$ cat src/rtl/hex_ascii_pkg.sv
// Shared constants and the nibble-to-ASCII mapping used by the hex/ASCII converter.
package hex_ascii_pkg;

    localparam logic [7:0] ASCII_ZERO    = 8'h30;
    localparam logic [7:0] ASCII_UPPER_A = 8'h41;
    localparam logic [7:0] ASCII_LOWER_A = 8'h61;

    function automatic logic [7:0] nibble_to_ascii(input logic [3:0] nibble, input logic uppercase);
        logic [7:0] base;
        if (nibble < 4'd10) begin
            return ASCII_ZERO + {4'd0, nibble};
        end
        base = uppercase ? ASCII_UPPER_A : ASCII_LOWER_A;
        return base + {4'd0, nibble} - 8'd10;
    endfunction

endpackage

$ cat src/rtl/hex_digit_ascii.sv
// Purely combinational converter from one hex digit to its printable ASCII code.
module hex_digit_ascii
    import hex_ascii_pkg::*;
#(
    parameter int UPPERCASE = 1
) (
    input  logic [3:0] nibble,
    output logic [7:0] ascii
);

    assign ascii = nibble_to_ascii(nibble, UPPERCASE != 0);

endmodule

$ cat src/rtl/hex_ascii_conv.sv
// Converts a packed hex word into a registered parallel ASCII image plus a
// valid/ready character stream (MSB digit first) for the LCD write sequencer.
module hex_ascii_conv
    import hex_ascii_pkg::*;
#(
    parameter int NIBBLES   = 32,
    parameter int UPPERCASE = 1
) (
    input  logic                         clk,
    input  logic                         reset_n,
    input  logic                         in_valid,
    output logic                         in_ready,
    input  logic [4*NIBBLES-1:0]         in_data,
    output logic                         par_valid,
    output logic [8*NIBBLES-1:0]         par_ascii,
    output logic                         char_valid,
    input  logic                         char_ready,
    output logic [7:0]                   char_data,
    output logic [$clog2(NIBBLES)-1:0]   char_index,
    output logic                         char_last
);

    localparam int IDX_W = $clog2(NIBBLES);

    logic [4*NIBBLES-1:0] data_q, data_d;
    logic                 busy_q, busy_d;
    logic                 par_valid_q, par_valid_d;
    logic [8*NIBBLES-1:0] par_ascii_q, par_ascii_d;
    logic                 char_valid_q, char_valid_d;
    logic [IDX_W-1:0]     char_index_q, char_index_d;
    logic [7:0]           char_data_q, char_data_d;

    logic [8*NIBBLES-1:0] par_conv;
    logic [IDX_W-1:0]     next_pos;
    logic [3:0]           stream_nib;
    logic [3:0]           stream_in;
    logic [7:0]           stream_ascii;
    logic                 accept;
    logic                 advance;
    logic                 at_last;

    for (genvar g = 0; g < NIBBLES; g++) begin : g_par
        hex_digit_ascii #(.UPPERCASE(UPPERCASE)) u_digit (
            .nibble (in_data[4*g +: 4]),
            .ascii  (par_conv[8*g +: 8])
        );
    end

    hex_digit_ascii #(.UPPERCASE(UPPERCASE)) u_stream_digit (
        .nibble (stream_in),
        .ascii  (stream_ascii)
    );

    assign accept  = in_valid & ~busy_q;
    assign advance = char_valid_q & char_ready;
    assign at_last = (char_index_q == IDX_W'(NIBBLES - 1));

    // On accept the stream digit comes straight from in_data; otherwise it is
    // the captured digit that follows the current index (MSB to LSB).
    always_comb begin
        next_pos   = IDX_W'(NIBBLES - 2) - char_index_q;
        stream_nib = '0;
        for (int i = 0; i < NIBBLES; i++) begin
            if (IDX_W'(i) == next_pos) begin
                stream_nib = data_q[4*i +: 4];
            end
        end
        stream_in = accept ? in_data[4*(NIBBLES-1) +: 4] : stream_nib;
    end

    always_comb begin
        data_d       = data_q;
        busy_d       = busy_q;
        par_valid_d  = 1'b0;
        par_ascii_d  = par_ascii_q;
        char_valid_d = char_valid_q;
        char_index_d = char_index_q;
        char_data_d  = char_data_q;
        if (accept) begin
            data_d       = in_data;
            busy_d       = 1'b1;
            par_ascii_d  = par_conv;
            par_valid_d  = 1'b1;
            char_valid_d = 1'b1;
            char_index_d = '0;
            char_data_d  = stream_ascii;
        end else if (advance) begin
            if (at_last) begin
                char_valid_d = 1'b0;
                busy_d       = 1'b0;
            end else begin
                char_index_d = char_index_q + 1'b1;
                char_data_d  = stream_ascii;
            end
        end
    end

    always_ff @(posedge clk or negedge reset_n) begin
        if (!reset_n) begin
            data_q       <= '0;
            busy_q       <= 1'b0;
            par_valid_q  <= 1'b0;
            par_ascii_q  <= '0;
            char_valid_q <= 1'b0;
            char_index_q <= '0;
            char_data_q  <= '0;
        end else begin
            data_q       <= data_d;
            busy_q       <= busy_d;
            par_valid_q  <= par_valid_d;
            par_ascii_q  <= par_ascii_d;
            char_valid_q <= char_valid_d;
            char_index_q <= char_index_d;
            char_data_q  <= char_data_d;
        end
    end

    assign in_ready   = ~busy_q;
    assign par_valid  = par_valid_q;
    assign par_ascii  = par_ascii_q;
    assign char_valid = char_valid_q;
    assign char_data  = char_data_q;
    assign char_index = char_index_q;
    assign char_last  = char_valid_q & at_last;

endmodule

$ cat config.mk
export PLATFORM = sky130hd
export DESIGN_NAME = hex_ascii_conv
export DESIGN_NICKNAME = d
export VERILOG_FILES = /design/src/rtl/hex_ascii_pkg.sv /design/src/rtl/hex_digit_ascii.sv /design/src/rtl/hex_ascii_conv.sv
export SDC_FILE = /design/constraint.sdc
export NUM_CORES = 1
export LEC_CHECK = 0
export CAP_MARGIN = 20
export CORE_MARGIN = 4
export CORE_UTILIZATION = 40
export CTS_CLUSTER_SIZE = 40
export DETAILED_ROUTE_END_ITERATION = 12
export PLACE_DENSITY = 0.66
export REMOVE_ABC_BUFFERS = 1
export SYNTH_ARGS = -nofsm -noshare
export SYNTH_HDL_FRONTEND = slang
export SYNTH_HIERARCHICAL = 1
export SYNTH_SLANG_ARGS = --single-unit
$ cat constraint.sdc
create_clock -name clk -period 3.6 [get_ports clk]
set_input_delay 0.54 -clock clk [delete_from_list [all_inputs] [get_ports clk]]
set_output_delay 0.54 -clock clk [all_outputs]
set_load 0.05 [all_outputs]
==> reports/summary.txt, run 1 <==
Vias in the first global route - 17510
Post-CTS Setup Bufs - 0
TritonCTS clock tree - done
DP HPWL - 45170 µm
Syn_area_per_cell - 8.100 µm²
DR pass1 iterations - 5
R2r endpoint - char_data[2]
Switching Fraction - 35.84%
Clock power share - 30.5%
CP Capture Type - flop
Die area - 54270 µm²
Gpl congestion - 0.8819
IO Port Bufs - 404
Global-route wire length before repair - 97770 µm
Max Cap Violations - 0
Reg2reg setup slack - 0.17 ns
Combinational family with the most area after synthesis - simple AND/OR/NAND/NOR gates
ANT nets after route - 0
Synthesis-to-layout area growth - 30.83%
Worst hold path class - flop to flop
Final slew viol count - 0
Hold path depth - 2
Peak supply drop - 0.3460 mV
Post-synthesis xor/xnor area fraction - 1.428%
Crit path max fanout - 7
Total routing usage reported by global routing - 22.47%
Register area share after synthesis - 49.33%
Commonest non-fill, non-tap cell in the layout - nand2_1
Die X - 233.0 µm
Most frequent cells in the layout - nand2_1, clkdlybuf4s50_1, dfrtp_1
Final setup vio count - 0
Critical path type - flop to flop
P_int - 0.009177 W
Largest net degree at the start of global routing - 210
Adder-cell share of the synthesized area - 2.411%
Flops & latches, synth - 399
DRT iter0 DRCs - 1061
Vias - 17710
Clock buffer depth - 3
Post-synthesis async set-or-reset flop share - 100.0%
Clk sinks - 399
CTS root buf - clkbuf_16
Nets@finish - 3035
Setup WS pre-CTS - 0.01101 ns
Cell variety after synth - 71
Sequential power share - 36.7%
Hold EP - par_ascii[82]
Clk Latency, worst-skew pair - 0.57 ns
Ys Warns - 6
Final period util - 95.20%
Routed length on met1 - 27380 µm
Final Hold Fails - 0
Slew margin rel. - 29.31%
Total of fill cells in the finished design - 4755
Top sig layer - met4
Final clock skew - 0.01764 ns
Core area - 50070 µm²
CP startpoint - char_index[0]
Clk pin slew, worst setup/hold paths - 0.06 ns
Minimum clock period - 3.427 ns
Tightest Pin Transition - 1.060 ns
Crit start category - flop
Avg WL per Cell - 17.46 µm
Gate power share - 32.8%
Met2 Routed Length - 29330 µm
Data arrival time of the worst path - 3.88 ns
Layout cells sized above 1 - 7.246%
Worst reg2reg path depth - 15
# IOs - 405
Setup TNS - 0 ns
Met3 routed wirelength - 3961 µm
R2R Path Start - char_index[0]
Antenna Cells - 0
Synth Area in Compound Gates - 10.35%
DR vias/cell - 4.962
Num CTS Buffers - 44
Hold wc startpoint - par_ascii[82]
Data required, critical path - 4.05 ns
Simple-gate portion of the synthesized area - 28.47%
Status - finished clean
H-Tree Level Count - 2
Mux share of post-synthesis cell area - 2.281%
# DRC - 0
Die Y-Extent - 233.0 µm
Main flop type after synthesis - dfrtp_1
# rows - 82
Post-synth EDFFs - 0
Initial antenna violation count - 0
P per Cell Area - 540.2 nW/µm²
Fin worst setup slack - 0.1729 ns
Grt total ovfl - 0
Net load switching power - 0.005128 W
Leakage - 13.06 nW
Synthesized area - 20240 µm²
Mapped Cells - 2499
Final wirelength - 62330 µm
Fmax - 291.8 MHz
Initial Util - 40.43%
-- layout make-up --
class	count	area (µm²)	area share, %
clock buffer	69	1316	4.971
clock inverter	11	72.57	0.2741
multi-input combinational	1869	9334	35.25
tap	672	840.8	3.175
sequential	399	9986	37.71
inverter	83	319.1	1.205
timing repair buffer	467	4612	17.42
-- flip-flops by register name, indices dropped and copies added, names as in the netlist --
register    cells
par_ascii     256
char_data       8
char_valid      1
par_valid       1
char_index      5
data_q        128
-- per-stage QoR --
| stage | hold slack, ns | instance area (µm²) | total power (W) | instances | util (%) |
|---|---|---|---|---|---|
| final | 0.4718 | 26480 | 0.01431 | 3570 | 52.89 |
| after global routing | 0.4921 | 26480 | 0.01504 | 3570 | 52.89 |
| after CTS | 0.4729 | 26380 | 0.01438 | 3570 | 52.68 |
| after detailed placement | 0.4592 | 24980 | 0.009929 | 3489 | 49.89 |
| after global placement | 0.4573 | 24980 | 0.009869 | 3489 | 49.89 |
| after floorplan | 0.2444 | 19520 | 0.007892 | 2351 | - |
-- worst max-delay path by stage --
stage	end
2_1_floorplan	char_data[2]
3_3_place_gp	char_data[2]
3_5_place_dp	char_data[2]
4_1_cts	char_data[2]
5_1_grt	char_data[4]
6_report	char_data[2]
-- cell families after synthesis --
family / count (synthesis)
AND/OR/NAND/NOR: 1395
flip-flops: 399
buffers and inverters: 231
multiplexers: 41
adder cells (fa/ha/maj): 39
AO/OA/AOI/OAI: 328
XOR/XNOR: 33
other: 33
-- power by group through the flow --
| stage | clock network (W) | registers, W | logic (W) |
|---|---|---|---|
| finish | 0.00437 | 0.00524 | 0.00469 |
| global route | 0.00469 | 0.00529 | 0.00506 |
| CTS | 0.00450 | 0.00524 | 0.00463 |
| detailed placement | 0 | 0.00532 | 0.00461 |
| global placement | 0 | 0.00531 | 0.00456 |
| floorplan | 0 | 0.00633 | 0.00156 |
-- per-layer routing --
layer / vias to the layer above / track usage, %
li1: 8660 / -
met1: 8491 / 30.16
met2: 453 / 36.70
met3: 110 / 5.277
met4: 0 / 6.033
met5: - / 0
-- timing repair --
item	4_1_cts	5_1_grt
gates resized for setup	0	20
endpoints found under the hold margin	1	0
endpoints found under the setup margin	0	5
hold buffers	1	0
-- cells in the mapped netlist, types with 11 or more instances --
| library cell | n | area (µm²) |
|---|---|---|
| o21a_1 | 36 | 270.3 |
| buf_4 | 33 | 247.7 |
| nor2_1 | 16 | 60.06 |
| o21ai_0 | 79 | 395.4 |
| dfrtp_1 | 399 | 9985 |
| a221oi_1 | 11 | 96.34 |
| nor2b_1 | 69 | 431.7 |
| inv_1 | 83 | 311.6 |
| xnor2_1 | 33 | 289.0 |
| o21ai_1 | 33 | 165.2 |
| ha_1 | 39 | 488.0 |
| mux2_1 | 33 | 371.6 |
| a22oi_1 | 12 | 90.09 |
| nand2_2 | 34 | 212.7 |
| nand3_1 | 15 | 75.07 |
| clkbuf_1 | 97 | 364.1 |
| nand2_1 | 1186 | 4452 |
| a21oi_1 | 84 | 420.4 |
| conb_1 | 33 | 123.9 |
| nor3b_1 | 33 | 247.7 |
-- critical path, cell delays in order (launching register included) --
cell and delay (ns):
dfrtp_2 0.45, buf_4 0.18, ha_2 0.21, or2_2 0.37, a221oi_1 0.26, a221oi_1 0.11
a22oi_1 0.28, a21oi_1 0.07, o21ai_0 0.20, a32oi_2 0.15, buf_4 0.17, inv_1 0.05
ha_1 0.17, nand2_2 0.07, mux2_1 0.33, mux2_2 0.27
No activity file was read; power rests on OpenSTA's default activity.
==> run 2, diff against run 1 <==
Settings changed: CORE_ASPECT_RATIO from default to 1.75.
==> run 2 against run 1 <==
Compared with the run above: the flow now finishes with violations (negative hold slack); count of clock-buffer cells in the layout shrank 12; utilization is 0.26 points lower; critical path depth is the same; sequential share of layout area increased by 0.34 points; hold slack worse by 0.49 ns; first-iteration DRC count increased by 4.2%; die area increased by 0.26%; sequential cell count unchanged; largest cell class unchanged; routed wire length grew 3.9%.
==> reports/summary.txt, run 2 (synthesis results as in run 1) <==
TritonCTS clock tree - done
IO Port Bufs - 404 (unchanged)
Clock power share - 27.8% (-2.7 points)
Sequential power share - 38.1% (+1.4 points)
Placed insts - 3487 (-0.057%)
Fmax - 291.7 MHz (about the same)
CP Capture Type - flop
Final Core Density - 52.62% (-0.26 points)
Initial Util - 40.59% (+0.17 points)
DR pass1 iterations - 5 (unchanged)
Nets@finish - 3038 (+0.099%)
ANT nets after route - 0 (unchanged)
Final clock skew - 0.01575 ns (-0.001896 ns)
Register Area - 9985 µm² (about the same)
R2R Path Start - char_index[0]
Crit path max fanout - 13 (+6)
Data arrival time of the worst path - 3.85 ns (-0.03 ns)
Clk Latency, worst-skew pair - 0.54 ns (-0.03 ns)
Critical path type - flop to flop
Switching Fraction - 36.36% (+0.51 points)
Die Y-Extent - 305.6 µm (+31%)
Tightest Pin Transition - 1.089 ns (+0.02890 ns)
# DRC - 0 (unchanged)
Final cell count without fillers - 3550 (-0.56%)
Worst hold path class - input port to async pin
H-Tree Level Count - 2 (unchanged)
Area of the multi-input gates - 9271 µm² (-0.67%)
Data required, critical path - 4.02 ns (-0.03 ns)
Max reg flops - 256 (unchanged)
Num CTS Buffers - 38 (-14%)
Synthesis-to-layout area growth - 29.64%
DP HPWL - 48220 µm (+6.8%)
# IOs - 405 (unchanged)
CTS root buf - clkbuf_16
Status - finished, violations left
Clk sinks - 399 (unchanged)
Largest net degree at the start of global routing - 210 (unchanged)
Vias in the first global route - 18040 (+3.0%)
DRT iter0 DRCs - 1106 (+4.2%)
Avg WL per Cell - 18.24 µm (+4.5%)
Reg2reg setup slack - 0.17 ns (about the same)
Crit start category - flop
DR vias/cell - 5.006 (+0.90%)
Setup WS pre-CTS - -0.06534 ns (-0.07635 ns)
Die X - 178.0 µm (-24%)
Clk pin slew, worst setup/hold paths - 0.06 ns (about the same)
Initial antenna violation count - 1 (+1)
CP startpoint - char_index[0]
Final Hold Fails - 6 (+6)
Final period util - 95.22% (about the same)
Die area - 54410 µm² (+0.26%)
Slew margin rel. - 27.39% (-1.9 points)
Final slew viol count - 0 (unchanged)
Core area - 49860 µm² (-0.41%)
R2r endpoint - char_data[2]
Final setup vio count - 0 (unchanged)
Post-CTS Setup Bufs - 0 (unchanged)
Total of fill cells in the finished design - 4765 (+0.21%)
Total routing usage reported by global routing - 23.42% (+0.95 points)
Final wirelength - 64740 µm (+3.9%)
Clock buffer depth - 3 (unchanged)
Fin worst setup slack - 0.1721 ns (-0.0008740 ns)
P_int - 0.008747 W (-4.7%)
Peak supply drop - 0.3365 mV (-2.8%)
# rows - 108 (+32%)
Minimum clock period - 3.428 ns (+0.0008740 ns)
Layout cells sized above 1 - 6.784% (-0.46 points)
Violated checks - negative hold slack
Net load switching power - 0.004997 W (-2.5%)
Global-route wire length before repair - 101600 µm (+3.9%)
Hold slack - -0.02053 ns (-0.4923 ns)
Gpl congestion - 0.9024 (+2.3%)
P per Cell Area - 523.8 nW/µm² (-3.0%)
Vias - 17770 (+0.33%)
RSZ-0062 raised after global routing - yes
Gate power share - 34.1% (+1.3 points)
Grt total ovfl - 0 (unchanged)
Worst reg2reg path depth - 15 (unchanged)
Most frequent cells in the layout - nand2_1, clkdlybuf4s50_1, dfrtp_1
Worst Setup EP - char_data[2]
Commonest non-fill, non-tap cell in the layout - nand2_1
Max Cap Violations - 0 (unchanged)
Leakage - 12.98 nW (-0.63%)
==> run 2: cell count changes in the layout (fill, tap and decap cells not counted), sizes merged <==
cell	previous run	this run
clkinv	5	3
dlygate4sd3	1	0
inv	85	84
clkinvlp	4	1
clkbuf	69	57
buf	63	73
diode	0	1
==> run 2: what timing repair did <==
item	4_1_cts	5_1_grt
gates cloned	0	0
hold buffers	0	0
endpoints found under the hold margin	0	0
pin swaps	0	1
endpoints found under the setup margin	2	3
gates resized for setup	1	7
==> run 2: worst min-delay path by stage <==
stage / to / start / depth (start not counted)
after floorplan: char_data[0] / reset_n / 0
after global placement: par_ascii[56] / par_ascii[56] / 2
after detailed placement: par_ascii[185] / par_ascii[185] / 2
after CTS: par_ascii[75] / reset_n / 1
after global routing: par_ascii[75] / reset_n / 1
final: par_ascii[75] / reset_n / 1
==> run 2: metal layers <==
layer  wire (µm)  global-route usage (%)  up-vias  part of all wire, %
met3        3435                   3.907       99                  5.3
met4        2242                   7.688        2                  3.5
met1       24210                   26.52     8590                   37
met2       34840                   44.01      455                   54
met5          13                       0        -                0.020
li1            -                       -     8627                    -
==> run 2: critical path, stage by stage, from the launching register on <==
cell and delay [ns]:
dfrtp_1 0.46, buf_4 0.20, ha_2 0.23, buf_4 0.22, or2_2 0.21, a221oi_1 0.07
a221oi_1 0.30, a22oi_1 0.11, a21oi_1 0.16, o21ai_1 0.12, a32oi_2 0.30, inv_1 0.07
ha_1 0.22, nand2_2 0.07, mux2_1 0.32, mux2_2 0.26
==> run 2: stage by stage <==
step,total power (W),cell area (µm²),TNS (ns)
after global placement,0.009926,25060,0
after detailed placement,0.009963,25060,-0.1035
after floorplan,0.007892,19520,-5776.00
after CTS,0.01386,26200,0
after global routing,0.01441,26240,-0.01820
final,0.01374,26240,0
==> run 2: power groups by stage <==
stage | combinational, W | clock [W] | sequential (W)
2_1_floorplan | 0.00156 | 0 | 0.00633
3_3_place_gp | 0.00461 | 0 | 0.00532
3_5_place_dp | 0.00464 | 0 | 0.00532
4_1_cts | 0.00467 | 0.00394 | 0.00525
5_1_grt | 0.00500 | 0.00412 | 0.00529
6_report | 0.00468 | 0.00382 | 0.00524
==> run 2: final cells by class <==
cell class / instances / share of cell area [%]
diodes: 1 / 0.009537
repair buffers: 476 / 17.92
multi-input cells: 1869 / 35.33
clock buffers: 57 / 4.206
inverters: 83 / 1.216
clock inverters: 5 / 0.1192
well taps: 660 / 3.147
flip-flops and latches: 399 / 38.05
